===== src/rtl/imem_loader.sv =====
// imem_loader: writer side of the Y86 instruction memory.
// Accepts a framed byte stream (LEN_LO, LEN_HI, N payload bytes, CSUM),
// writes the payload from BASE_ADDR upward, verifies the mod-256 checksum
// and releases the CPU from reset only after a good frame.
//
// Ports:
//   clk_i, rst_i      clock, asynchronous active-high reset
//   start_i           1-cycle pulse arming the loader for a new frame
//   byte_i            stream byte
//   byte_valid_i      byte_i valid
//   byte_ready_o      loader accepts byte_i this cycle (decoded from state)
//   imem_we_o         instruction memory write strobe (registered)
//   imem_addr_o       write byte address (registered)
//   imem_wdata_o      write byte (registered)
//   load_done_o       frame loaded and checksum good
//   load_err_o        frame rejected (length or checksum)
//   cpu_rst_o         holds the CPU in reset while high
module imem_loader #(
    parameter int unsigned ADDR_W    = 10,
    parameter int unsigned BASE_ADDR = 0
) (
    input  logic              clk_i,
    input  logic              rst_i,
    input  logic              start_i,
    input  logic [7:0]        byte_i,
    input  logic              byte_valid_i,
    output logic              byte_ready_o,
    output logic              imem_we_o,
    output logic [ADDR_W-1:0] imem_addr_o,
    output logic [7:0]        imem_wdata_o,
    output logic              load_done_o,
    output logic              load_err_o,
    output logic              cpu_rst_o
);

    // Largest payload that fits between BASE_ADDR and the top of memory.
    localparam int unsigned MAX_LEN = (32'd1 << ADDR_W) - BASE_ADDR;

    typedef enum logic [2:0] {
        S_IDLE,
        S_LEN_LO,
        S_LEN_HI,
        S_DATA,
        S_CSUM,
        S_DONE,
        S_ERR
    } state_t;

    state_t      state;
    logic [7:0]  len_lo;
    logic [15:0] len;
    logic [15:0] count;
    logic [7:0]  sum;

    logic        acc;
    logic [15:0] len_rx;
    logic [15:0] count_nx;

    // Ready depends on state only, so the source never sees a combinational loop.
    assign byte_ready_o = (state == S_LEN_LO) || (state == S_LEN_HI) ||
                          (state == S_DATA)   || (state == S_CSUM);
    assign acc      = byte_valid_i & byte_ready_o;
    assign len_rx   = {byte_i, len_lo};
    assign count_nx = count + 16'd1;

    // Frame sequencer with registered write port and status outputs.
    always_ff @(posedge clk_i or posedge rst_i) begin
        if (rst_i) begin
            state        <= S_IDLE;
            len_lo       <= 8'd0;
            len          <= 16'd0;
            count        <= 16'd0;
            sum          <= 8'd0;
            imem_we_o    <= 1'b0;
            imem_addr_o  <= '0;
            imem_wdata_o <= 8'd0;
            load_done_o  <= 1'b0;
            load_err_o   <= 1'b0;
            cpu_rst_o    <= 1'b1;
        end else begin
            imem_we_o <= 1'b0;
            case (state)
                S_IDLE, S_DONE, S_ERR: begin
                    if (start_i) begin
                        state       <= S_LEN_LO;
                        sum         <= 8'd0;
                        count       <= 16'd0;
                        load_done_o <= 1'b0;
                        load_err_o  <= 1'b0;
                        cpu_rst_o   <= 1'b1;
                    end
                end
                S_LEN_LO: begin
                    if (acc) begin
                        len_lo <= byte_i;
                        state  <= S_LEN_HI;
                    end
                end
                S_LEN_HI: begin
                    if (acc) begin
                        len <= len_rx;
                        if (32'(len_rx) > MAX_LEN) begin
                            state      <= S_ERR;
                            load_err_o <= 1'b1;
                        end else if (len_rx == 16'd0) begin
                            state <= S_CSUM;
                        end else begin
                            state <= S_DATA;
                        end
                    end
                end
                S_DATA: begin
                    if (acc) begin
                        imem_we_o    <= 1'b1;
                        imem_addr_o  <= ADDR_W'(BASE_ADDR) + ADDR_W'(count);
                        imem_wdata_o <= byte_i;
                        sum          <= sum + byte_i;
                        count        <= count_nx;
                        if (count_nx == len) begin
                            state <= S_CSUM;
                        end
                    end
                end
                S_CSUM: begin
                    if (acc) begin
                        if (byte_i == sum) begin
                            state       <= S_DONE;
                            load_done_o <= 1'b1;
                            cpu_rst_o   <= 1'b0;
                        end else begin
                            state      <= S_ERR;
                            load_err_o <= 1'b1;
                        end
                    end
                end
                default: state <= S_IDLE;
            endcase
        end
    end

endmodule


===== config.mk =====
export PLATFORM = sky130hd
export DESIGN_NAME = imem_loader
export DESIGN_NICKNAME = d
export VERILOG_FILES = /design/src/rtl/imem_loader.sv
export SDC_FILE = /design/constraint.sdc
export NUM_CORES = 1
export LEC_CHECK = 0
export ABC_AREA = 0
export CAP_MARGIN = 30
export CORE_MARGIN = 4
export CORE_UTILIZATION = 52
export DETAILED_ROUTE_END_ITERATION = 7
export PLACE_DENSITY = 0.76
export SLEW_MARGIN = 20
export SYNTH_ARGS = -nofsm -noshare
export SYNTH_HDL_FRONTEND = slang
export SYNTH_SLANG_ARGS = --single-unit

===== constraint.sdc =====
create_clock -name clk_i -period 2.41 [get_ports clk_i]
set_input_delay 0.3615 -clock clk_i [delete_from_list [all_inputs] [get_ports clk_i]]
set_output_delay 0.3615 -clock clk_i [all_outputs]
set_load 0.005 [all_outputs]

# After elaboration in Yosys (flattened, before gate mapping)
# Index checks and enable logic that the tools add are counted.
[classes]
n_addsub = 2
mul = 0
div_mod_pow = 0
n_lt_le_gt_ge = 1
eq_ne = 17
n_shift = 0
muxes = 31
bitwise = 1
reduce_logical = 16
[op_table]
columns = ["op", "n"]
rows = [
  ["2-to-1 mux 16 bit", 2],
  ["case mux 16 bit (2 select lines)", 1],
  ["2-to-1 mux 3 bit", 8],
  ["adder 16 x 1 -> 16 bit, second input constant", 1],
  ["== test 16 bit", 1],
  ["greater-than comparator 16 x 11 -> 1 bit, second input constant", 1],
  ["logical NOT 16 bit", 1],
  ["2-to-1 mux 8 bit", 2],
  ["case mux 8 bit (2 select lines)", 1],
  ["case mux 3 bit (5 select lines)", 1],
  ["2-to-1 mux 1 bit", 12],
  ["inequality test 2 bit, second input constant", 6],
  ["AND reduction 6 bit", 2],
  ["== test 3 bit, second input constant", 3],
  ["adder 8 bit", 1],
  ["== test 8 bit", 1],
  ["== test 3 x 2 -> 1 bit, second input constant", 2],
  ["inequality test 2 x 1 -> 1 bit, second input constant", 3],
  ["AND reduction 2 bit", 3],
  ["case mux 1 bit (2 select lines)", 2],
  ["AND reduction 4 bit", 1],
  ["nonzero test 2 bit", 2],
  ["== test 3 x 1 -> 1 bit, second input constant", 1],
  ["logical NOT 3 bit", 1],
  ["other kinds (7)", 9],
]
[word_totals]
ff_bits = 73
latch_bits = 0
ramBits = 0
mem_bits_ro = 0
inputBits = 12
out_inout_bits = 23
wordCells = 79
n_memories = 0

# Logic depth before layout (Yosys ltp)
[depth]
ltp_word = 7
mapped_depth = 9
depth_no_buf = 8

# Worst setup path before layout
# No wires, ideal clock.
[synth_path]
path_type = "register -> register"
start = "reg count[0]"
end = "reg state[0]"
setup_ns = 0.135
arrival_ns = 2.185
t_required_ns = 2.275
setup_slack_ns = 0.089
path_stages_with_launch = 8
n_path_buf = 0
path_cell_list = "dfrtp_1 ha_1 nand3_4 nor4_4 xnor2_1 or4b_1 nor4_2 o22ai_1"
[synth_between]
elab_chain_len = 4
[synth_lines]
columns = ["element", "line", "source"]
rows = [
  ["start: declaration", "52", "logic [15:0] count;"],
  ["start signal: assignment", "118", "count <= count_nx;"],
  ["adder 16 x 1 -> 16 bit", "64", "assign count_nx = count + 16'd1;"],
  ["== test 16 bit", "119", "if (count_nx == len) begin"],
  ["inequality test 2 x 1 -> 1 bit (no source line)", "-", ""],
  ["AND reduction 6 bit (no source line)", "-", ""],
  ["end signal: assignment", "69", "state <= S_IDLE;"],
  ["end signal: assignment", "120", "state <= S_CSUM;"],
  ["end signal: assignment", "127", "state <= S_DONE;"],
  ["end: declaration", "49", "state_t state;"],
]
# Every way passes these cells.
# A chain may end at the register's enable or synchronous reset.

# Worst setup path after layout
[layout_path]
start = "reg count[0]"
end = "reg state[1]"
# The elaborated chain is that of the path after synthesis.

==> results.ini <==
[run_status]
status=finished clean

[logic_synthesis]
syn_nets=448
synth_edf_count=0
ys_warn_count=0
synth_top_area_share_pct=44.39
synth_most_common_cell=nand2_1
ys_top_cells_by_area=dfrtp_1 44%, nand2_1 7.5%, mux2_2 6.9%
synthArstFlopShare_pct=100.0
synth-seq-area-share_pct=45.04
ys_top_cells_by_count=81 x nand2_1, 72 x dfrtp_1, 33 x o21ai_0
yosysTopAreaCell=dfrtp_1
avgSynthCellArea_um2=9.506
synthCells=427
ys_types=55
synth_area_um2=4059
synth-seq-cells=73
synthFlopType=dfrtp_1

[job]
cap_viol_max_count=0

[floorplan]
row_count=31
start_util_pct=54.79
io_pins=35
dieArea_um2=9283
core_um2=7408
die_x_um=96.35
die_h_um=96.35

[final_layout]
fin_nets=530
syn2layout_area_growth_pct=27.50
final_cells=613
drive_gt1_share_pct=23.74
design_area_um2=5175
diodes=0
final_core_utilization_pct=69.85
fillers=568

[placed_design]
dp.cells=593
dp_hpwl_um=6997
placed_cell_area_um2=4863
numPortBuffers=34
pre_cts_ws_ps=-238.0
place_congestion=0.9650

[sta]
tightestPinTransition_ps=416.3
setup_tns_ps=0
clock.fmax_ghz=0.4264
relSlewSlack_pct=71.89
period_share_pct=97.32
maxSlewViolCount=0
period_minus_slack_ps=2345
fin_ws_ps=64.62
final.setup_skew_ps=6.003
setup_viol_count_final=0
whs_ps=405.0
hold_viol=0

[grt]
grt_max_degree=74
grtUsageTotal_pct=23.36
overflow=0
grt_antenna_before_repair=0
grt_first_pass_wirelength_um=16750
grt_pass1_vias=3477

[setup_path]
crit_start=count[0]
crit_fanout=4
r2r-end=state[1]
r2r-start=count[0]
cp_slowest_cell=or4b_4
cpPeakStageDelay_ps=530
cp.required_ps=2640
rrSetupSlack_ps=60
crit_path_end_kind=flip-flop
cp.arrival_ps=2580
rr_worst_depth=7
crit_path_start_kind=flip-flop
cp_cell_sequence=and4_1 -> nand2_1 -> o41ai_2 -> or4b_4 -> nor4_4 -> buf_4 -> o21ai_0
crit_end=state[1]
path_class=flip-flop to flip-flop

[detailed_routing]
viasPerCell=5.731
first_pass_iters=5
drt_wl_total_um=10080
vias=3513
drcViolationCount=0
first_iter_violations=150
detail-route-antenna-nets=0
wire_per_inst_um=16.44

[clock_network]
insertion_delay_ps=350
ctsHoldBuffers=0
cts_root_buf=clkbuf_8
clk_pin_slew_worst_paths_ps=80
cts_buffers=9
htreeDepth=3
clock_sinks=73
cts.path.max_buffers=2
cts_tree=done

[pwr]
p_leak_nw=2.342
total_power_mw=5.448
vdd_drop_max_mv=0.6146
power.density_nw_per_um2=1053

[min_path]
hold_class=input port to async pin

[layout make-up]
type                       count  area, um^2  area share [%]
clock inverter                 4       50.05          0.9671
timing repair buffer          97       825.8           15.96
clock buffer                  12       165.2           3.191
sequential                    73        1832           35.40
multi-input combinational    321        2152           41.59
tap                           99       123.9           2.394
inverter                       7       26.28          0.5077
[worst max-delay path: cells and delay by family (launching register included)]
kind                   cells  cell delay, ps
AND/OR/NAND/NOR            4            1190
flip-flops                 1             440
AO/OA/AOI/OAI              2             420
buffers and inverters      1             190
[cells by family (layout without fill, tap and decap cells)]
kind of cell,after synthesis,after routing,share of synthesized area (%)
compound gates,91,91,14.49
flops,73,73,45.04
fa+ha+maj,10,10,3.206
xor+xnor,31,31,6.689
buf+inv,33,120,3.483
simple gates,163,163,19.91
mux,26,26,7.183
[repair_timing]
action,CTS,global route
resized for setup,4,9
setup buffers,0,3
hold endpoints to repair,0,0
endpoints found under the setup margin,3,5
pin swaps,1,6
[routing by layer]
| metal | share of wire, % | global-route usage (%) | up-vias |
|---|---|---|---|
| li1 | - | - | 1667 |
| met1 | 43 | 29.26 | 1692 |
| met2 | 48 | 38.64 | 121 |
| met3 | 5.3 | 5.551 | 33 |
| met4 | 3.1 | 9.696 | 0 |
| met5 | 0 | 0 | - |
[registers in the layout (all words and copies together) (netlist names)]
name	cells
imem_addr_o	10
cpu_rst_o	1
sum	8
imem_we_o	1
imem_wdata_o	8
load_done_o	1
len	16
len_lo	8
state	3
count	16
load_err_o	1
[report_power, final]
part | switching (mW) | total (mW) | internal (mW)
Clock | 0.457 | 1.02 | 0.561
Sequential | 0.351 | 1.99 | 1.64
Combinational | 1.18 | 2.44 | 1.26
Total | 1.99 | 5.45 | 3.46
[cells in the final DEF (no fill, tap or decap), drive strengths merged, types with 2 or more instances in the layout]
cell and count:
nor2 25, o21a 4, nand2b 4, xor2 12, o211ai 4, clkdlybuf4s50 34
and3 2, nor4b 2, a31oi 6, o41ai 5, a22o 5, nor4 7
clkbuf 12, a32oi 2, xnor2 19, nor3b 2, nor2b 6, nor3 8
a21o 6, clkinvlp 2, a21oi 12, o31ai 3, o21ai 33, nand3 10
nand2 81, nand4 7, and4 4, ha 8, or3 2, mux2 25
dfrtp 72, buf 63, o21bai 2, inv 7
[worst min path at each step]
stage	end	cells past startpoint	slack, ps
5_1_grt	imem_addr_o[1]	3	450
3_5_place_dp	cpu_rst_o	2	450
3_3_place_gp	imem_addr_o[7]	2	460
4_1_cts	imem_addr_o[1]	3	430
6_report	imem_addr_o[2]	3	400
2_1_floorplan	cpu_rst_o	2	450
Power figures use the tool's default switching activity.
